`src/rtl/upcounter_4_bit.sv`:
```
// Presettable, loadable modulo counter with a 4-bit registered count.
// The count runs 0..mod_max and then wraps to 0. Each wrap event raises a
// one-cycle registered carry pulse (co) and bumps a saturating wrap counter.
// tc is a purely combinational look-ahead flag: "the next enabled edge wraps".
module upcounter_4_bit #(
    parameter int WRAP_W = 8
) (
    input  logic              clk,
    input  logic              clr_bar,
    input  logic              pre_bar,
    input  logic              load_bar,
    input  logic              D0,
    input  logic              D1,
    input  logic              D2,
    input  logic              D3,
    input  logic              en,
    input  logic [3:0]        mod_max,
    output logic              Q0,
    output logic              Q1,
    output logic              Q2,
    output logic              Q3,
    output logic              Q0_bar,
    output logic              Q1_bar,
    output logic              Q2_bar,
    output logic              Q3_bar,
    output logic              tc,
    output logic              co,
    output logic [WRAP_W-1:0] wraps
);

    // Operating modes resolved from the control inputs, highest priority first.
    typedef enum logic [1:0] {
        MODE_PRESET = 2'd0,
        MODE_LOAD   = 2'd1,
        MODE_COUNT  = 2'd2,
        MODE_HOLD   = 2'd3
    } mode_t;

    logic [3:0]        q_reg;
    logic [3:0]        q_next;
    logic              co_reg;
    logic              co_next;
    logic [WRAP_W-1:0] wraps_reg;
    logic [WRAP_W-1:0] wraps_next;

    logic [3:0]        load_data;
    logic              at_terminal;
    logic              wraps_full;
    mode_t             mode;

    assign load_data   = {D3, D2, D1, D0};
    // ">=" rather than "==": a count parked above mod_max (after a load or a
    // mod_max change) must wrap on the next enabled edge instead of running on.
    assign at_terminal = (q_reg >= mod_max);
    assign wraps_full  = &wraps_reg;

    // Decode the control inputs into a single mode (clear is handled in the register).
    always_comb begin
        mode = MODE_HOLD;
        if (!pre_bar) begin
            mode = MODE_PRESET;
        end else if (!load_bar) begin
            mode = MODE_LOAD;
        end else if (en) begin
            mode = MODE_COUNT;
        end
    end

    // Next count, carry and wrap tally for the selected mode.
    always_comb begin
        q_next     = q_reg;
        co_next    = 1'b0;
        wraps_next = wraps_reg;
        case (mode)
            MODE_PRESET: begin
                q_next = mod_max;
            end
            MODE_LOAD: begin
                q_next = load_data;
            end
            MODE_COUNT: begin
                if (at_terminal) begin
                    q_next  = 4'd0;
                    co_next = 1'b1;
                    if (!wraps_full) begin
                        wraps_next = wraps_reg + WRAP_W'(1);
                    end
                end else begin
                    q_next = q_reg + 4'd1;
                end
            end
            default: begin
                q_next = q_reg;
            end
        endcase
    end

    // State registers with synchronous active-low clear overriding every other control.
    always_ff @(posedge clk) begin
        if (!clr_bar) begin
            q_reg     <= 4'd0;
            co_reg    <= 1'b0;
            wraps_reg <= '0;
        end else begin
            q_reg     <= q_next;
            co_reg    <= co_next;
            wraps_reg <= wraps_next;
        end
    end

    // Bit-level outputs; the complements are derived directly from the register.
    assign {Q3, Q2, Q1, Q0}                 = q_reg;
    assign {Q3_bar, Q2_bar, Q1_bar, Q0_bar} = ~q_reg;

    // tc ignores clear/preset/load on purpose: it only reflects enable and count.
    assign tc    = en & at_terminal;
    assign co    = co_reg;
    assign wraps = wraps_reg;

endmodule

```
`config.mk`:
```
export PLATFORM = sky130hd
export DESIGN_NAME = upcounter_4_bit
export DESIGN_NICKNAME = d
export VERILOG_FILES = /design/src/rtl/upcounter_4_bit.sv
export SDC_FILE = /design/constraint.sdc
export NUM_CORES = 1
export LEC_CHECK = 0
export CAP_MARGIN = 40
export CORE_ASPECT_RATIO = 0.5
export CORE_MARGIN = 1.5
export CORE_UTILIZATION = 25
export DETAILED_ROUTE_END_ITERATION = 12
export HOLD_SLACK_MARGIN = 0.15
export SLEW_MARGIN = 10
export SYNTH_ARGS = -nofsm -noshare
export SYNTH_HDL_FRONTEND = slang
export SYNTH_SLANG_ARGS = --single-unit
```
`constraint.sdc`:
```
create_clock -name clk -period 3 [get_ports clk]
set_clock_uncertainty 0.2 [all_clocks]
set_input_delay 0.6 -clock clk [delete_from_list [all_inputs] [get_ports clk]]
set_output_delay 0.6 -clock clk [all_outputs]
set_load 0.01 [all_outputs]
```
Word-level counts from Yosys, hierarchy flattened
Cells that the tools add are included.

cells by class
  bitwise logic cells = 3
  reduce and logical (&&, ||, !) cells = 5
  eq/ne operators = 2
  mux-type cells = 6
  $add $sub $neg = 2
  order comparisons = 1

operator list
  kind                   count
  $pmux W4 S3            1
  $add A8 B1 Y8 const B  1
  $reduce_and A8 Y1      1
  $add A4 B1 Y4 const B  1
  $ge A4 B4 Y1           1
  $mux W2                2
  $mux W4                1
  $not A4 Y4             1
  $reduce_and A3 Y1      1
  $reduce_bool A3 Y1     1
  $eq A2 B1 Y1 const B   1
  $eq A2 B2 Y1 const B   1
  $logic_not A2 Y1       1
  $mux W1                2
  $reduce_and A2 Y1      1
  $and A1 B1 Y1          1
  $not A1 Y1             1

storage, ports and cells
  logic and storage cells = 22
  output and inout bits = 18
  register bits = 13
  bits of input ports = 13

Longest topological paths before layout
Gate-level depths: netlist of the first run.

  word-level depth = 5
  depth in mapped cells = 8
  mapped depth without buffers = 7

Worst setup path after synthesis of the first run
Ideal clock, no wire load.

  kind = input -> output
  start = input port mod_max[0]
  end = output port tc
  data arrival time = 1.776 ns
  stages = 5
  slack = 0.424 ns
  cell sequence = ha_1 > nand2b_1 > a2111oi_4 > nor2_1 > and2_1

between the ends
  word-level cells in the longest chain between the ends = 2

ends and longest elaborated chain
  item                RTL line  text
  start: declaration  17        input logic [3:0] mod_max,
  $ge A4 B4 Y1        54        assign at_terminal = (q_reg >= mod_max);
  $and A1 B1 Y1       116       assign tc = en & at_terminal;
  end: declaration    26        output logic tc,

Every way passes these cells.

Final worst setup path of the first run
  start = input port mod_max[3]
  end = output port tc

Same word-level chain as after synthesis.

==> impl_metrics.csv, run 1 <==
group,metric,value,unit
synth,synth_nets,116,
layout,largest_reg_flops,8,
place,dp_cells,174,
layout,areaGrowthSynthToFinish,58.1,%
synth,seq_area_frac_synth,32.0,%
place,place_ws,-0.414,ns
die,dieArea,3630,sq um
clocking,clkSinkCount,13,
synth,synth_area_per_cell,8.40,sq um
synth,synth_cells,97,
clocking,clkTransAtPathRegs,0.06,ns
setup_path,crit_start,"mod_max[3]",
synth,synth-edff-count,0,
synth,synth.top_cell.area_share,32.0,%
clocking,cts_tree,"yes",
timing,rsz0062_at_grt,"false",
setup_path,cp.arrival,2.11,ns
setup_path,timing.rr.start,"q_reg[0]",
synth,yosys_warnings,0,
setup_path,critPathRequiredTime,2.20,ns
global_route,antenna_found_initial,0,
setup_path,crit_family,"buffers and inverters",
layout,design_area,1290,sq um
place,portBuffers,30,
routing,vias,885,
setup_path,cp_num_buf_inv,3,
synth,synth_top_area_cell,"dfxtp_1",
setup_path,critical_path_depth,7,
layout,fin_cells,178,
timing,fin_crit_sh,97.0,%
clocking,clockBufferDepth,2,
setup_path,r2r_end,"wraps[5]",
setup_path,crit_slowest_cell,"clkdlybuf4s50_1",
setup_path,cp_max_fo,2,
die,die_h,43.4,microns
setup_path,worstPathCellList,"clkdlybuf4s50_1 -> inv_1 -> ha_1 -> a2111oi_4 -> nor2_1 -> and2_1 -> buf_2",
synth,yosys-top-cells-area,"dfxtp_1 (32%), ha_1 (9.2%), inv_1 (5.1%), a21oi_1 (4.9%), xnor2_1 (4.3%)",
clocking,numCtsBuffers,3,
timing,report.final.slew_viol_count,0,
routing,wl_per_cell,11.9,microns
timing,worst_slack,0.0895,ns
layout,multi_input_area,517,sq um
place,dpl_cell_area,1220,sq um
place,dp_hpwl,1640,microns
layout,fillers,321,
die,core-area,3050,sq um
run_status,status,"finished, final reports clean",
min_path,min_path_cells,2,
global_route,grt_usage,12.2,%
layout,ff_latch_area,260,sq um
synth,synth_cell_type_count,36,
pwr,ir_drop,0.127,mV
synth,syn_area,815,sq um
setup_path,endpoint_kind,"primary output",
synth,synthArstFlopShare,0,%
global_route,grt_max_degree,12,
layout,finalNetCount,158,
timing,hold_slack,0.296,ns
pwr,p_leak,0.000507,uW
layout,fin_util,42.2,%
layout,antenna_cells,0,
routing,drt_pass1_iterations,4,
synth,ys_ff_latch,13,
routing,drt_iter0_drc,44,
setup_path,r2r_slack,0.60,ns
min_path,min_path_type,"reg -> reg",
global_route,grt_pass1_wl,3490,microns
clocking,clk_latency,0.25,ns
run,maxCapViolCount,0,
synth,synth.most_common_cell,"dfxtp_1",
timing,finalHoldViolations,0,
timing,relSlewSlack,74.3,%
clocking,htree_levels,1,
clocking,post_cts_buffers,0,
routing,routed_wl,2120,microns
routing,viasPerCell,4.97,
layout,drive_gt1_share,14.5,%
global_route,grt_pass1_vias,792,
die,boundaryPins,31,
die,placementRows,14,
die,initial_core_util,26.7,%
clocking,cts_root_buf,"clkbuf_8",
timing,max_freq,0.344,GHz
global_route,gr-total-overflow,0,
pwr,powerDensity,367,nW/um^2
setup_path,start_kind,"input pin",
routing,ant_nets,0,
timing,period_needed,2.91,ns
synth,ys.flop_type,"dfxtp_1",
setup_path,endpoint,"tc",
timing,setup_viol,0,
routing,drc,0,
timing,tightest_slew,0.382,ns
setup_path,crit_type,"in -> out",
setup_path,cp_slowest_stage_delay,0.48,ns
die,fp.dieW,83.7,microns
place,gp_congestion,0.746,
setup_path,r2r_cells,8,
synth,synth.top_cells.by_count,"dfxtp_1 (13), inv_1 (11), a21oi_1 (8)",
-- worst min-delay path, cell delays in order, from the launching register on --
cell and delay [ns]:
dfxtp_1 0.33, o31ai_1 0.07, a21oi_1 0.05
-- layer usage --
| metal | track usage, % | wire length (microns) |
|---|---|---|
| met5 | 0 | 0 |
| met3 | 3.62 | 97 |
| met1 | 15.5 | 1020 |
| met2 | 21.0 | 986 |
| met4 | 2.95 | 10 |
-- stage by stage --
stage                     setup TNS [ns]  total power (uW)
after global routing                   0               498
final                                  0               473
after CTS                              0               479
after global placement            -0.515               306
after detailed placement          -0.576               308
after floorplan                        0               244
-- power breakdown --
part | internal (uW) | switching [uW]
combinational | 69.5 | 53.6
clock | 92.0 | 73.0
sequential | 178 | 6.82
-- final cells by class --
type                            count  area share, %
Clock inverter                      1          0.389
Timing Repair Buffer               40           29.0
Sequential cell                    13           20.2
Multi-Input combinational cell     70           40.1
Tap cell                           40           3.89
Clock buffer                        3           3.21
Inverter                           11           3.21
-- worst min-delay path by stage --
stage	from	to	slack, ns
6_report	wraps[7]	wraps[7]	0.30
5_1_grt	wraps[7]	wraps[7]	0.34
2_1_floorplan	wraps[1]	wraps[1]	0.31
3_5_place_dp	wraps[7]	wraps[7]	0.29
4_1_cts	wraps[7]	wraps[7]	0.30
3_3_place_gp	wraps[1]	wraps[1]	0.29
-- cells by family after synthesis --
group / share of synthesized area (%)
AO/OA/AOI/OAI: 27.5
XOR/XNOR: 4.30
adder cells (fa/ha/maj): 9.22
buffers and inverters: 7.07
flip-flops: 32.0
AND/OR/NAND/NOR: 20.0
-- cell usage in the layout, fill, tap and decap left out, types with 4 or more instances in the layout --
| cell type | instances |
|---|---|
| a21oi_1 | 8 |
| buf_4 | 10 |
| clkdlybuf4s50_1 | 28 |
| dfxtp_1 | 13 |
| ha_1 | 5 |
| inv_1 | 11 |
| nand2_1 | 7 |
| nor2_1 | 7 |
| xnor2_1 | 4 |
-- timing repair --
action | 4_1_cts | 5_1_grt
resized for setup | 6 | 1
hold buffers | 0 | 0
endpoints found under the setup margin | 1 | 1
pin swaps | 2 | 2
Power figures use the tool's default switching activity.
==> inputs of run 2 (changes only) <==
Settings changed: ABC_CLOCK_PERIOD_IN_PS set to 3000.
==> results of run 2 <==
Final layout, timing and power as in run 1 (identical DEF).
==> inputs of run 3 (changes only) <==
Settings changed: DONT_BUFFER_PORTS set to 1.
==> run 3 against run 2 <==
Sequential share of layout area increased by 8.4 points; die area unchanged; worst hold slack got worse by 0.0035 ns; critical path depth decreased by 1; total power decreased by 12%; combinational power decreased by 44%; register-to-register slack improved by 0.02 ns; non-clock buffer count decreased by 38; sequential power about the same; sequential cell count unchanged.
==> impl_metrics.csv, run 3 (synthesis results as in run 1) <==
group,metric,value,unit
global_route,grt_usage,11.9,%
die,dieArea,3630,sq um
pwr,pwr-share-seq,44.3,%
routing,wl_per_cell,14.5,microns
place,dp_cells,136,
pwr,combPwrFrac,16.6,%
setup_path,endpoint,"tc",
setup_path,critPathRequiredTime,2.20,ns
clocking,numCtsBuffers,3,
global_route,gr-total-overflow,0,
setup_path,timing.rr.start,"q_reg[0]",
place,dp_hpwl,1570,microns
run,maxCapViolCount,0,
layout,drive_gt1_share,8.00,%
timing,fin_crit_sh,91.4,%
pwr,ir_drop,0.101,mV
setup_path,endpoint_kind,"primary output",
die,placementRows,14,
clocking,cts_hold_buf,0,
clocking,htree_levels,1,
timing,worst_slack,0.259,ns
layout,fillers,333,
layout,final_cell_mix,"dfxtp_1 (13), inv_1 (11), a21oi_1 (8), nor2_1 (7), nand2_1 (7)",
timing,setup_viol,0,
timing,setup_tns,0,ns
routing,ant_nets,0,
die,die_h,43.4,microns
place,place_ws,0.322,ns
layout,layout_commonest_cell,"dfxtp_1",
pwr,powerDensity,457,nW/um^2
place,gp_congestion,0.756,
min_path,min_path_type,"in -> reg",
routing,viasPerCell,5.39,
setup_path,crit_slowest_cell,"a2111oi_4",
pwr,clockPowerShare,39.1,%
setup_path,crit_type,"reg -> out",
global_route,grt_pass1_vias,711,
layout,areaGrowthSynthToFinish,11.5,%
die,fp.dieW,83.7,microns
timing,report.final.slew_viol_count,0,
setup_path,cp.arrival,1.94,ns
timing,period_needed,2.74,ns
global_route,antenna_found_initial,0,
run_status,status,"finished, final reports clean",
die,boundaryPins,31,
global_route,grt_max_degree,12,
timing,finalHoldViolations,0,
clocking,postCtsResizedCells,0,
timing,relSlewSlack,71.2,%
pwr,intPower,300,uW
setup_path,cp_slowest_stage_delay,0.50,ns
setup_path,crit_start,"q_reg[0]",
setup_path,r2r_cells,7,
clocking,clockBufferDepth,2,
routing,drt_pass1_iterations,4,
routing,drc,0,
layout,design_area,908,sq um
clocking,clkTransAtPathRegs,0.06,ns
timing,max_freq,0.365,GHz
clocking,clkSinkCount,13,
place,portBuffers,0,
routing,routed_wl,2030,microns
routing,vias,755,
die,initial_core_util,26.7,%
setup_path,r2r_slack,0.62,ns
timing,rsz0062_at_grt,"false",
global_route,grt_pass1_wl,3330,microns
pwr,p_sw,115,uW
layout,antenna_cells,0,
layout,fin_cells,140,
setup_path,cp_max_fo,7,
clocking,cts_root_buf,"clkbuf_8",
setup_path,r2r_end,"wraps[7]",
pwr,swShare,27.8,%
place,dpl_cell_area,863,sq um
clocking,post_cts_buffers,0,
layout,largest_reg_flops,8,
setup_path,critical_path_depth,6,
clocking,clk_latency,0.25,ns
setup_path,cp_num_buf_inv,1,
die,core-area,3050,sq um
timing,tightest_slew,0.432,ns
routing,drt_iter0_drc,20,
layout,finalNetCount,120,
setup_path,crit_family,"simple AND/OR/NAND/NOR gates",
setup_path,start_kind,"flip-flop",
clocking,cts_tree,"yes",
pwr,p_leak,0.000338,uW
setup_path,worstPathCellList,"inv_1 -> ha_1 -> nand2b_1 -> a2111oi_4 -> nor2_1 -> and2_1",
## run 3: how the worst min path moves through the flow
stage | end | depth (start not counted) | from | slack, ns
2_1_floorplan | wraps[1] | 2 | wraps[1] | 0.31
3_3_place_gp | wraps[7] | 2 | wraps[7] | 0.34
3_5_place_dp | wraps[7] | 2 | wraps[7] | 0.35
4_1_cts | co | 1 | clr_bar | 0.29
5_1_grt | co | 1 | clr_bar | 0.30
6_report | co | 1 | clr_bar | 0.29
## run 3: cell type report
type                       instances  area, sq um  share of cell area, %
clock buffer                       4         45.0                   4.96
inverter                          11         41.3                   4.55
multi-input combinational         70          497                   54.7
sequential                        13          260                   28.7
tap                               40         50.0                   5.51
timing repair buffer               2         15.0                   1.65
## run 3: routing by layer
| layer | global-route usage [%] | vias to the layer above | routed length (microns) | part of all wire [%] |
|---|---|---|---|---|
| met5 | 0 | - | 0 | 0 |
| met1 | 12.9 | 373 | 911 | 45 |
| met3 | 5.90 | 2 | 149 | 7.3 |
| met4 | 2.95 | 0 | 10 | 0.49 |
| li1 | - | 365 | - | - |
| met2 | 21.5 | 15 | 958 | 47 |
## run 3: per-stage QoR
stage	hold slack, ns	utilization (%)	total power, uW
6_report	0.293	29.8	415
3_3_place_gp	0.338	28.3	256
2_1_floorplan	0.308	-	244
3_5_place_dp	0.350	28.3	258
4_1_cts	0.290	29.8	422
5_1_grt	0.300	29.8	438
## run 3: power by group through the flow
| stage | combinational, uW | sequential [uW] | clock [uW] |
|---|---|---|---|
| floorplan | 54.8 | 189 | 0 |
| global placement | 68.4 | 188 | 0 |
| detailed placement | 70.1 | 188 | 0 |
| CTS | 70.0 | 184 | 168 |
| global route | 78.8 | 185 | 174 |
| finish | 69.0 | 184 | 162 |
